$ cat src/rtl/rom_load_pkg.sv
// Shared state, error and header layout definitions
// for the ROM load controller.
package rom_load_pkg;

   typedef enum logic [2:0] {
      ST_HEADER,
      ST_PAYLOAD,
      ST_FLUSH,
      ST_DONE,
      ST_FAIL
   } state_t;

   localparam logic [1:0] ERR_NONE = 2'd0;
   localparam logic [1:0] ERR_OVF  = 2'd1;
   localparam logic [1:0] ERR_SRC  = 2'd2;
   localparam logic [1:0] ERR_SIZE = 2'd3;

   localparam int HDR_LEN = 64;
   localparam logic [5:0] HDR_LAST  = 6'(HDR_LEN - 1);
   localparam logic [5:0] OFS_MAP   = 6'd0;
   localparam logic [5:0] OFS_TYPE  = 6'd1;
   localparam logic [5:0] OFS_SIZE0 = 6'd2;
   localparam logic [5:0] OFS_SIZE1 = 6'd3;
   localparam logic [5:0] OFS_SIZE2 = 6'd4;

   function automatic logic [23:0] sat_inc(
      input logic [23:0] v
   );
      return (&v) ? v : v + 24'd1;
   endfunction

endpackage

$ cat src/rtl/load_word_fifo.sv
// Small synchronous FIFO for packed payload words.
// A push while full is dropped unless a pop frees a slot.
module load_word_fifo #(
   parameter int W     = 16,
   parameter int DEPTH = 4
) (
   input  logic         wclk,
   input  logic         resetn,
   input  logic         push,
   input  logic [W-1:0] din,
   input  logic         pop,
   output logic [W-1:0] dout,
   output logic         full,
   output logic         empty
);

   localparam int PW = $clog2(DEPTH);

   logic [W-1:0] mem [DEPTH];
   logic [PW:0]  wptr;
   logic [PW:0]  rptr;
   logic         wr;
   logic         rd;

   assign rd    = pop && !empty;
   assign wr    = push && (!full || rd);
   assign empty = wptr == rptr;
   assign full  = (wptr[PW] != rptr[PW]) &&
                  (wptr[PW-1:0] == rptr[PW-1:0]);
   assign dout  = mem[rptr[PW-1:0]];

   always_ff @(posedge wclk) begin
      if (!resetn) begin
         wptr <= '0;
         rptr <= '0;
      end else begin
         if (wr) wptr <= wptr + (PW+1)'(1);
         if (rd) rptr <= rptr + (PW+1)'(1);
      end
   end

   always_ff @(posedge wclk) begin
      if (wr) mem[wptr[PW-1:0]] <= din;
   end

endmodule

$ cat src/rtl/rom_load_ctrl.sv
// Header capture, little-endian word packing and
// req/ack write sequencing of the ROM byte stream.
module rom_load_ctrl
   import rom_load_pkg::*;
#(
   parameter int FIFO_DEPTH = 4,
   parameter int AW         = 22,
   parameter int BASE_ADDR  = 0
) (
   input  logic          wclk,
   input  logic          resetn,
   input  logic [7:0]    src_dout,
   input  logic          src_valid,
   input  logic          src_loading,
   input  logic          src_fail,
   output logic          mem_req,
   output logic [AW-1:0] mem_addr,
   output logic [15:0]   mem_wdata,
   input  logic          mem_ack,
   output logic [7:0]    map_ctrl,
   output logic [7:0]    rom_type,
   output logic [23:0]   rom_size,
   output logic          hdr_valid,
   output logic          busy,
   output logic          done,
   output logic          fail,
   output logic [1:0]    err_code
);

   state_t      state;
   state_t      state_nx;
   logic [1:0]  err_nx;
   logic [5:0]  hdr_cnt;
   logic [7:0]  hold;
   logic        phase;
   logic [23:0] count;
   logic        live;
   logic        push;
   logic        pop;
   logic        full;
   logic        empty;
   logic        ovf;
   logic        ack_ok;
   logic        src_end;
   logic [15:0] push_data;
   logic [15:0] fifo_dout;

   assign live    = state != ST_DONE && state != ST_FAIL;
   assign src_end = !src_valid && !src_loading;
   assign ack_ok  = mem_req && mem_ack;
   assign pop     = live && !empty && (!mem_req || mem_ack);
   assign ovf     = push && full && !pop;
   assign done    = state == ST_DONE;
   assign fail    = state == ST_FAIL;
   assign busy    = live;

   // A trailing odd byte is flushed with a zero upper half.
   always_comb begin
      push      = 1'b0;
      push_data = {src_dout, hold};
      if (state == ST_PAYLOAD && !src_fail && phase) begin
         if (src_valid) begin
            push = 1'b1;
         end else if (!src_loading) begin
            push      = 1'b1;
            push_data = {8'h00, hold};
         end
      end
   end

   always_comb begin
      state_nx = state;
      err_nx   = err_code;
      if (live && src_fail) begin
         state_nx = ST_FAIL;
         err_nx   = ERR_SRC;
      end else begin
         unique case (state)
            ST_HEADER: begin
               if (src_end) begin
                  state_nx = ST_FAIL;
                  err_nx   = ERR_SRC;
               end else if (src_valid && hdr_cnt == HDR_LAST) begin
                  state_nx = ST_PAYLOAD;
               end
            end
            ST_PAYLOAD: begin
               if (ovf) begin
                  state_nx = ST_FAIL;
                  err_nx   = ERR_OVF;
               end else if (src_end) begin
                  state_nx = ST_FLUSH;
               end
            end
            ST_FLUSH: begin
               if (empty && !mem_req) begin
                  if (rom_size != 24'd0 && count != rom_size) begin
                     state_nx = ST_FAIL;
                     err_nx   = ERR_SIZE;
                  end else begin
                     state_nx = ST_DONE;
                  end
               end
            end
            default: ;
         endcase
      end
   end

   always_ff @(posedge wclk) begin
      if (!resetn) begin
         state    <= ST_HEADER;
         err_code <= ERR_NONE;
      end else begin
         state    <= state_nx;
         err_code <= err_nx;
      end
   end

   always_ff @(posedge wclk) begin
      if (!resetn) begin
         hdr_cnt   <= '0;
         hdr_valid <= 1'b0;
         map_ctrl  <= '0;
         rom_type  <= '0;
         rom_size  <= '0;
      end else if (state == ST_HEADER && src_valid && !src_fail) begin
         hdr_cnt <= hdr_cnt + 6'd1;
         case (hdr_cnt)
            OFS_MAP:   map_ctrl       <= src_dout;
            OFS_TYPE:  rom_type       <= src_dout;
            OFS_SIZE0: rom_size[7:0]   <= src_dout;
            OFS_SIZE1: rom_size[15:8]  <= src_dout;
            OFS_SIZE2: rom_size[23:16] <= src_dout;
            default: ;
         endcase
         if (hdr_cnt == HDR_LAST) hdr_valid <= 1'b1;
      end
   end

   always_ff @(posedge wclk) begin
      if (!resetn) begin
         hold  <= '0;
         phase <= 1'b0;
         count <= '0;
      end else if (state == ST_PAYLOAD && src_valid && !src_fail) begin
         if (!phase) hold <= src_dout;
         phase <= !phase;
         count <= sat_inc(count);
      end
   end

   always_ff @(posedge wclk) begin
      if (!resetn) begin
         mem_req   <= 1'b0;
         mem_addr  <= AW'(BASE_ADDR);
         mem_wdata <= '0;
      end else begin
         if (pop) begin
            mem_req   <= 1'b1;
            mem_wdata <= fifo_dout;
         end else if (ack_ok) begin
            mem_req <= 1'b0;
         end
         if (ack_ok) mem_addr <= mem_addr + AW'(1);
      end
   end

   load_word_fifo #(
      .W     (16),
      .DEPTH (FIFO_DEPTH)
   ) u_fifo (
      .wclk   (wclk),
      .resetn (resetn),
      .push   (push),
      .din    (push_data),
      .pop    (pop),
      .dout   (fifo_dout),
      .full   (full),
      .empty  (empty)
   );

endmodule

$ cat config.mk
export PLATFORM = sky130hd
export DESIGN_NAME = rom_load_ctrl
export DESIGN_NICKNAME = d
export VERILOG_FILES = /design/src/rtl/rom_load_pkg.sv /design/src/rtl/load_word_fifo.sv /design/src/rtl/rom_load_ctrl.sv
export SDC_FILE = /design/constraint.sdc
export NUM_CORES = 1
export LEC_CHECK = 0
export CAP_MARGIN = 0
export CORE_AREA = 2 2 136 138
export DETAILED_ROUTE_END_ITERATION = 6
export DIE_AREA = 0 0 138 140
export PLACE_DENSITY = 0.68
export SLEW_MARGIN = 20
export SYNTH_ARGS = -nofsm -noshare
export SYNTH_HDL_FRONTEND = slang
export SYNTH_SLANG_ARGS = --single-unit
$ cat constraint.sdc
create_clock -name wclk -period 4.1 [get_ports wclk]
set_input_delay 0.82 -clock wclk [delete_from_list [all_inputs] [get_ports wclk]]
set_output_delay 0.82 -clock wclk [all_outputs]
set_load 0.05 [all_outputs]
; Yosys cells after proc, flatten, opt, wreduce, memory -nomap -nowiden
; Memory sizes are Yosys's and may differ from the RTL's. A register that Yosys moved wholly into a read port is not among the register bits.
; Index checks and enable logic that the tools add are counted.
[op_classes]
add_sub_neg = 5
bitwise = 3
n_mux = 24
reduce_logical = 51
eq_ne = 27
[op_table]
columns = operator, count
row1 = $mux 16, 3
row2 = $add 24x1->24 const B, 1
row3 = $ne 24x24->1, 1
row4 = $reduce_and 24->1, 1
row5 = $reduce_bool 24->1, 1
row6 = $add 22x1->22 const B, 1
row7 = $mux 3, 7
row8 = $logic_and 1x1->1, 20
row9 = $ne 3x3->1 const B, 6
row10 = $reduce_and 2->1, 8
row11 = $eq 6x2->1 const B, 2
row12 = $mux 2, 5
row13 = $reduce_and 5->1, 2
row14 = $logic_not 1->1, 9
row15 = $pmux 3 s3, 1
row16 = $ne 2x2->1 const B, 4
row17 = $reduce_and 4->1, 2
row18 = $mux 1, 7
row19 = $add 3x1->3 const B, 2
row20 = $add 6x1->6 const B, 1
row21 = $eq 3x2->1 const B, 2
row22 = $eq 6x1->1 const B, 1
row23 = $eq 6x3->1 const B, 1
row24 = $eq 6x6->1 const B, 1
row25 = 17 further kinds, 21
[totals]
output_inout_bits = 85
input_bits = 14
n_memories = 1
regBits = 114
elab_cells = 129
ram_bits = 64
[memory_table]
columns = memory, depth, width, rd, rd_clocked_by_memory_dff, write_ports, line
row1 = u_fifo.mem, 4, 16, 1, 1, 1, load_word_fifo.sv:19  ; logic [W-1:0] mem [DEPTH];

; Longest topological paths before layout
; Gate-level depths: netlist (run 1).
[depth]
depth_word = 9
depth_mapped = 9

; Modules after synthesis
; Synthesis (run 1) repeated with hierarchy kept, for this count alone.
[hier_totals]
cells_unflattened = 808
hier_area_um2 = 8670.8
[modules_own_cells]
columns = mod, cells_per_inst, instances, seq_area_each_um2, area_each_um2
row1 = rom_load_ctrl, 670, 1, 2482.4, 5841.9
row2 = load_word_fifo, 138, 1, 2082.0, 2829.0

; Worst setup path after synthesis (run 1)
; OpenSTA, ideal clock, no wires.
[synth_path]
kind = flip-flop to output port
from = reg state[2]
to = out busy
n_path_buf = 1
path_stages_with_launch = 4
arrival_time_ns = 1.678
slack_ns = 1.602
cell_sequence = dfxtp_1 -> buf_2 -> nor3b_2 -> a21oi_1
[synth_between]
elab_chain_cells = 2
elab_cells_between_ends = 3
classes_between = 2 x eq/ne / 1 x reduce/logical
[synth_lines]
columns = item, line
row1 = "start, declared", rom_load_ctrl.sv:30  ; state_t state;
row2 = "start signal, assigned", rom_load_ctrl.sv:115  ; state <= state_nx;
row3 = $ne 3x2->1 / $ne 3x3->1 (equally long branches), rom_load_ctrl.sv:48  ; assign live = state != ST_DONE && state != ST_FAIL;
row4 = $logic_and 1x1->1 (*), rom_load_ctrl.sv:48
row5 = "end, declared", rom_load_ctrl.sv:24  ; output logic busy,
; Every way passes the cells marked *; elsewhere a longest branch is shown, timed or not.

; Worst setup path in the final report (run 1)
[layout_path]
from = reg state[0]
to = out done
[layout_between]
elab_chain_cells = 1
[layout_lines]
columns = item, line
row1 = $eq 3x2->1, rom_load_ctrl.sv:53  ; assign done = state == ST_DONE;
row2 = "end, declared", rom_load_ctrl.sv:25  ; output logic done,
; Every way passes these cells.

==> run_results.csv, run 1 <==
group,metric,value,unit
logic_synthesis,ys_seq_area_frac,0.547,
critical_path,crit_chain,"nor2b_1 > and2_1 > clkdlybuf4s50_1",
floorplan,die_x,138,um
clock_network,cts_setup_buffers,0,
critical_path,worstSetupStartpointType,"register",
clock_network,clockBufferDepth,2,
floorplan,start_util,0.465,
final_layout,antenna_cells,0,
logic_synthesis,yosysWarnings,0,
logic_synthesis,synthArstFlopShare,0,
critical_path,crit_slowest_cell,"clkdlybuf4s50_1",
logic_synthesis,synth_top_area_cell,"dfxtp_1",
sta,setup_viol_count_final,0,
placed_design,place.gp.congestion,0.888,
logic_synthesis,yosysMostFrequentCell,"dfxtp_1",
clock_network,cts_buffers,17,
sta,min_period,3.25,ns
critical_path,worst_ep_required_time,3.28,ns
pwr,leakage,3.56,nW
clock_network,clock_sinks,194,
sta,fin_crit_sh,0.792,
logic_synthesis,ys_top_cells_by_count,"dfxtp_1, nand2_1, nor2_1",
sta,max-slew-margin-rel,0.551,
global_routing,grt_max_degree,96,
sta,tightest_slew,0.669,ns
placed_design,hpwl,12.3,mm
drt,viasPerCell,5.32,
placed_design,portBuffers,98,
sta,hold_viol,0,
pwr,power_density,413,nW/um2
floorplan,die_h,140,um
clock_network,cts_tree,"built",
global_routing,antenna_found_initial,0,
sta,skew,0.0112,ns
logic_synthesis,synth_cell_types,54,
logic_synthesis,synthCells,792,
sta,rsz0062_at_grt,"false",
global_routing,grt_pass1_vias,5741,
final_layout,final_layout_size_suffix_gt1_frac,0.0814,
placed_design,place_area,9480,um2
clock_network,htree_levels,4,
drt,wirelength,18.2,mm
sta,tns,0,ns
global_routing,grt_pass1_wl,29.7,mm
drt,drtIter0Drc,448,
drt,vias,5989,
job,maxCapViolations,0,
clock_network,post_cts_resized,0,
floorplan,die_area,19300,um2
global_routing,grt-ovfl-total,0,
final_layout,finalNetCount,909,
floorplan,rows,49,
clock_network,cts_hold_buf,0,
floorplan,core_area,17800,um2
final_layout,postLayoutCellArea,10100,um2
drt,ant_nets,0,
drt,wl_per_cell,16.1,um
critical_path,crit_buf_inv,1,
hold_path,hold_path.class,"reg2reg",
critical_path,endpoint_kind,"primary output",
critical_path,cp_top_family,"buffers and inverters",
logic_synthesis,postSynthAreaPerCell,10.4,um2
critical_path,critPathMaxStageDelay,0.82,ns
logic_synthesis,syn_nets,817,
sta,fmax,308,MHz
clock_network,clk_pin_slew_worst_paths,0.07,ns
drt,firstDrtPassIters,5,
logic_synthesis,synth_seq_cells,194,
global_routing,grt_usage,0.191,
pwr,irDropWorstVdd,0.000344,V
logic_synthesis,synth_top_area_share,0.315,
critical_path,crit_type,"reg2out",
logic_synthesis,synth-edff-count,64,
critical_path,path_max_fanout,8,
logic_synthesis,synthesis.area,8270,um2
drt,drc,0,
final_layout,syn2layout_area_growth,22.0,%
logic_synthesis,synth_area_leaders,"dfxtp_1, edfxtp_1, nand2_1",
clock_network,clockRootBuffer,"clkbuf_16",
floorplan,io_pins,99,
critical_path,arrival,2.43,ns
status,outcome,"finished, final reports clean",
clock_network,clock_latency,0.43,ns
logic_synthesis,synthFlopType,"dfxtp_1",
pwr,power,4.17,mW
sta,maxSlewViolCount,0,
[sequential cells by signal, indices dropped and copies added (netlist names)]
name / cells
u_fifo.mem: 64
count: 24
rom_size: 24
mem_addr: 22
mem_wdata: 16
hold: 8
map_ctrl: 8
rom_type: 8
hdr_cnt: 6
state: 3
u_fifo.rptr: 3
u_fifo.wptr: 3
err_code: 2
hdr_valid: 1
mem_req: 1
phase: 1
[tightest hold or removal path, stage by stage, from the launching register on]
cell,delay [ns]
dfxtp_1,0.31
nand2_1,0.05
a21oi_1,0.05
[routing by layer]
metal	global-route usage	vias up	wire length, um	part of all wire
li1	-	2977	-	-
met1	0.271	2846	8860	0.49
met2	0.299	155	8290	0.46
met3	0.0441	11	900	0.050
met4	0.0456	0	118	0.0065
met5	0	-	0	0
[final cells by class]
type / count / area (um2)
fillers: 1569 / 7700
flip-flops and latches: 194 / 4520
multi-input cells: 544 / 3510
repair buffers: 111 / 1090
clock buffers: 17 / 425
well taps: 229 / 287
clock inverters: 15 / 180
inverters: 16 / 61.3
[placed cells by master (no fill, tap or decap), types with 2 or more instances in the layout]
master | Yosys | routed
a41oi_1 | 2 | 2
or3_1 | 10 | 10
nor2_1 | 71 | 71
a31oi_1 | 2 | 2
nand2_1 | 100 | 100
buf_4 | 1 | 12
clkbuf_16 | 0 | 17
nor4_1 | 14 | 14
xor2_1 | 42 | 42
clkinv_2 | 0 | 3
and2_1 | 13 | 13
nand2b_1 | 2 | 2
mux2i_1 | 19 | 19
o21ai_0 | 15 | 15
nor4_2 | 2 | 2
edfxtp_1 | 64 | 64
mux4_2 | 16 | 16
nand4_1 | 13 | 13
nand3_1 | 47 | 47
bufinv_16 | 0 | 3
nor2b_1 | 9 | 9
ha_1 | 11 | 11
inv_1 | 15 | 15
dfxtp_1 | 130 | 130
nor3_1 | 16 | 16
inv_6 | 0 | 3
clkinv_1 | 1 | 2
xnor2_1 | 32 | 32
clkinvlp_4 | 0 | 2
and4_1 | 5 | 5
inv_8 | 0 | 2
a21oi_1 | 64 | 64
o2111ai_1 | 4 | 4
and3_1 | 10 | 10
o211ai_1 | 2 | 2
clkdlybuf4s50_1 | 0 | 98
nor3b_1 | 4 | 4
[logic make-up after synthesis]
| logic type | count (synthesis) | synth area share |
|---|---|---|
| AOI/OAI and AO/OA | 98 | 0.0695 |
| DFF | 194 | 0.547 |
| and+or+nand+nor | 326 | 0.194 |
| muxes | 35 | 0.0666 |
| adders and majority gates | 11 | 0.0166 |
| xor gates and xnor gates | 74 | 0.0784 |
| buffers and inverters | 54 | 0.0277 |
[through the flow]
step / cells / hold slack [ns] / util / setup slack [ns]
final: 1126 / 0.453 / 0.567 / 0.851
after global routing: 1126 / 0.465 / 0.567 / 0.731
after CTS: 1126 / 0.457 / 0.567 / 0.842
after detailed placement: 1094 / 0.448 / 0.533 / 0.961
after global placement: 1094 / 0.443 / 0.533 / 1.01
after floorplan: 792 / 0.459 / - / 1.60
[final timing paths]
kind	start	slack, ns	depth (start not counted)	to
hold reg to reg	mem_wdata[2]	0.45	2	mem_wdata[2]
setup / recovery	state[0]	0.85	3	done
hold / removal	mem_wdata[2]	0.45	2	mem_wdata[2]
setup reg to reg	state[1]	1.69	6	rom_size[7]
[where the power goes]
| group | switching [mW] | internal (mW) |
|---|---|---|
| clock | 0.736 | 0.968 |
| sequential | 0.0365 | 2.01 |
| combinational | 0.276 | 0.141 |
No activity file was read; power rests on OpenSTA's default activity.
==> run 2, diff against run 1 <==
--- a/config.mk
+++ b/config.mk
@@ -9,7 +9,7 @@
 export CORE_AREA = 2 2 136 138
 export DETAILED_ROUTE_END_ITERATION = 6
 export DIE_AREA = 0 0 138 140
-export PLACE_DENSITY = 0.68
+export PLACE_DENSITY = 0.71
 export SLEW_MARGIN = 20
 export SYNTH_ARGS = -nofsm -noshare
 export SYNTH_HDL_FRONTEND = slang
==> constraint.sdc (replaced) <==
create_clock -name wclk -period 2.7 [get_ports wclk]
set_input_delay 0.54 -clock wclk [delete_from_list [all_inputs] [get_ports wclk]]
set_output_delay 0.54 -clock wclk [all_outputs]
set_load 0.05 [all_outputs]
==> run 2 against run 1 <==
Against the previous run: clock skew shrank 0.0053 ns; final area grew 1.8%; critical path depth grew 1; via count grew 3.0%; first-iteration DRC count grew 3.6%; register-to-register slack lost 1.3 ns; worst setup slack lost 0.63 ns; clock power grew 51%; power grew 53%; largest power group unchanged; hold slack is essentially flat; clock-buffer cell count grew 4; sequential cell count is the same.
==> run_results.csv, run 2 (synthesized netlist as in run 1, its figures left out) <==
group,metric,value,unit
status,outcome,"finished, final reports clean",
critical_path,arrival,1.94,ns
critical_path,crit_slowest_cell,"nor2b_1",
clock_network,clockRootBuffer,"clkbuf_16",
floorplan,io_pins,99,
pwr,power_density,620,nW/um2
floorplan,start_util,0.465,
placed_design,place_area,9660,um2
final_layout,postLayoutCellArea,10300,um2
sta,skew,0.00593,ns
drt,dr.max_layer_used,"met4",
floorplan,core_area,17800,um2
sta,rsz0062_at_grt,"false",
critical_path,path_max_fanout,7,
sta,fin_crit_sh,0.918,
hold_path,hold_path.class,"reg2reg",
drt,viasPerCell,5.41,
final_layout,multiInputGateArea,3510,um2
sta,worst_slack,0.221,ns
final_layout,antenna_cells,0,
final_layout,fillers,1524,
final_layout,final_cells,1140,
drt,firstDrtPassIters,5,
floorplan,die_x,138,um
final_layout,finalNetCount,923,
drt,met3_length,1.01,mm
global_routing,antenna_found_initial,0,
global_routing,grt_pass1_vias,5768,
pwr,leakage,3.64,nW
floorplan,die_area,19300,um2
drt,wl_met2,8.44,mm
critical_path,crit_type,"reg2out",
global_routing,grt_usage,0.195,
clock_network,cts_buffers,17,
sta,tightest_slew,0.555,ns
clock_network,cts_setup_buffers,0,
sta,hold_viol,0,
final_layout,final_cell_mix,"dfxtp_1, nand2_1, clkdlybuf4s50_1, nor2_1",
pwr,power,6.36,mW
clock_network,clock_latency,0.43,ns
job,maxCapViolations,0,
drt,drtIter0Drc,464,
floorplan,die_h,140,um
sta,min_period,2.48,ns
critical_path,worstSetupStartpointType,"register",
placed_design,pre_cts_ws,0.238,ns
placed_design,hpwl,12.7,mm
drt,met1_length,8.79,mm
placed_design,portBuffers,98,
critical_path,endpoint_kind,"primary output",
critical_path,r2r_cells,7,
drt,wirelength,18.6,mm
placed_design,placedCellCount,1108,
sta,maxSlewViolCount,0,
final_layout,largest_register_ffs,64,
hold_path,holdPathStages,2,
final_layout,final_common_cell,"dfxtp_1",
sta,tns,0,ns
clock_network,clk_pin_slew_worst_paths,0.06,ns
clock_network,clockBufferDepth,2,
critical_path,crit_chain,"nor2b_1 > buf_4 > and2_1 > buf_4",
clock_network,cts_tree,"built",
critical_path,critPathMaxStageDelay,0.51,ns
final_layout,final_layout_size_suffix_gt1_frac,0.0966,
pwr,irDropWorstVdd,0.000465,V
drt,vias,6166,
sta,fmax,403,MHz
critical_path,ff2ff_setup_slack,0.40,ns
global_routing,grt_pass1_wl,30.4,mm
global_routing,grt-ovfl-total,0,
sta,whs,0.453,ns
placed_design,place.gp.congestion,0.869,
sta,max-slew-margin-rel,0.630,
sta,setup_viol_count_final,0,
final_layout,syn2layout_area_growth,24.2,%
final_layout,seqCellArea,4520,um2
global_routing,grt_max_degree,71,
clock_network,htree_levels,4,
clock_network,clock_sinks,194,
critical_path,cp_common_cell,"buf_4",
floorplan,rows,49,
drt,wl_per_cell,16.3,um
drt,ant_nets,0,
final_layout,final_util,0.577,
drt,drc,0,
critical_path,worst_ep_required_time,2.16,ns
-- run 2: cell count changes in the layout (fill, tap and decap cells not counted), sizes merged --
cell           previous run  this run
clkbuf                   17        21
clkdlybuf4s50            98        95
clkinvlp                  2         3
inv                      20        17
clkinv                    6         4
buf                      13        29
dlygate4sd2               0         1
-- run 2: repair_timing --
action | CTS | global route
setup endpoints to repair | 1 | 0
hold buffers | 0 | 0
gates resized for setup | 1 | 0
-- run 2: critical path: cells and delay by family (launching register included) --
family                 cells  cell delay, ns
buffers and inverters      2            0.41
flip-flops                 1            0.45
AND/OR/NAND/NOR            2            0.65
-- run 2: final timing paths --
path | start | endpoint
worst max-delay path | state[0] | done
worst min-delay path | mem_wdata[14] | mem_wdata[14]
worst max register to register | state[0] | err_code[0]
worst min register to register | mem_wdata[14] | mem_wdata[14]
-- run 2: layout make-up --
type,instances,area share
sequential,194,0.441
multi-input combinational,544,0.342
timing repair buffer,125,0.124
clock buffer,21,0.0439
tap,229,0.0279
clock inverter,11,0.0149
inverter,16,0.00597
-- run 2: power by group --
group	switching, mW	leakage [nW]	total [mW]	internal [mW]
clock	1.08	0.284	2.57	1.49
sequential	0.0537	1.66	3.11	3.05
combinational	0.441	1.70	0.683	0.242
total	1.58	3.64	6.36	4.79
-- run 2: layer usage --
metal,vias up,global-route usage
met3,27,0.0386
li1,3005,-
met4,0,0.0698
met5,-,0
met2,183,0.299
met1,2951,0.278
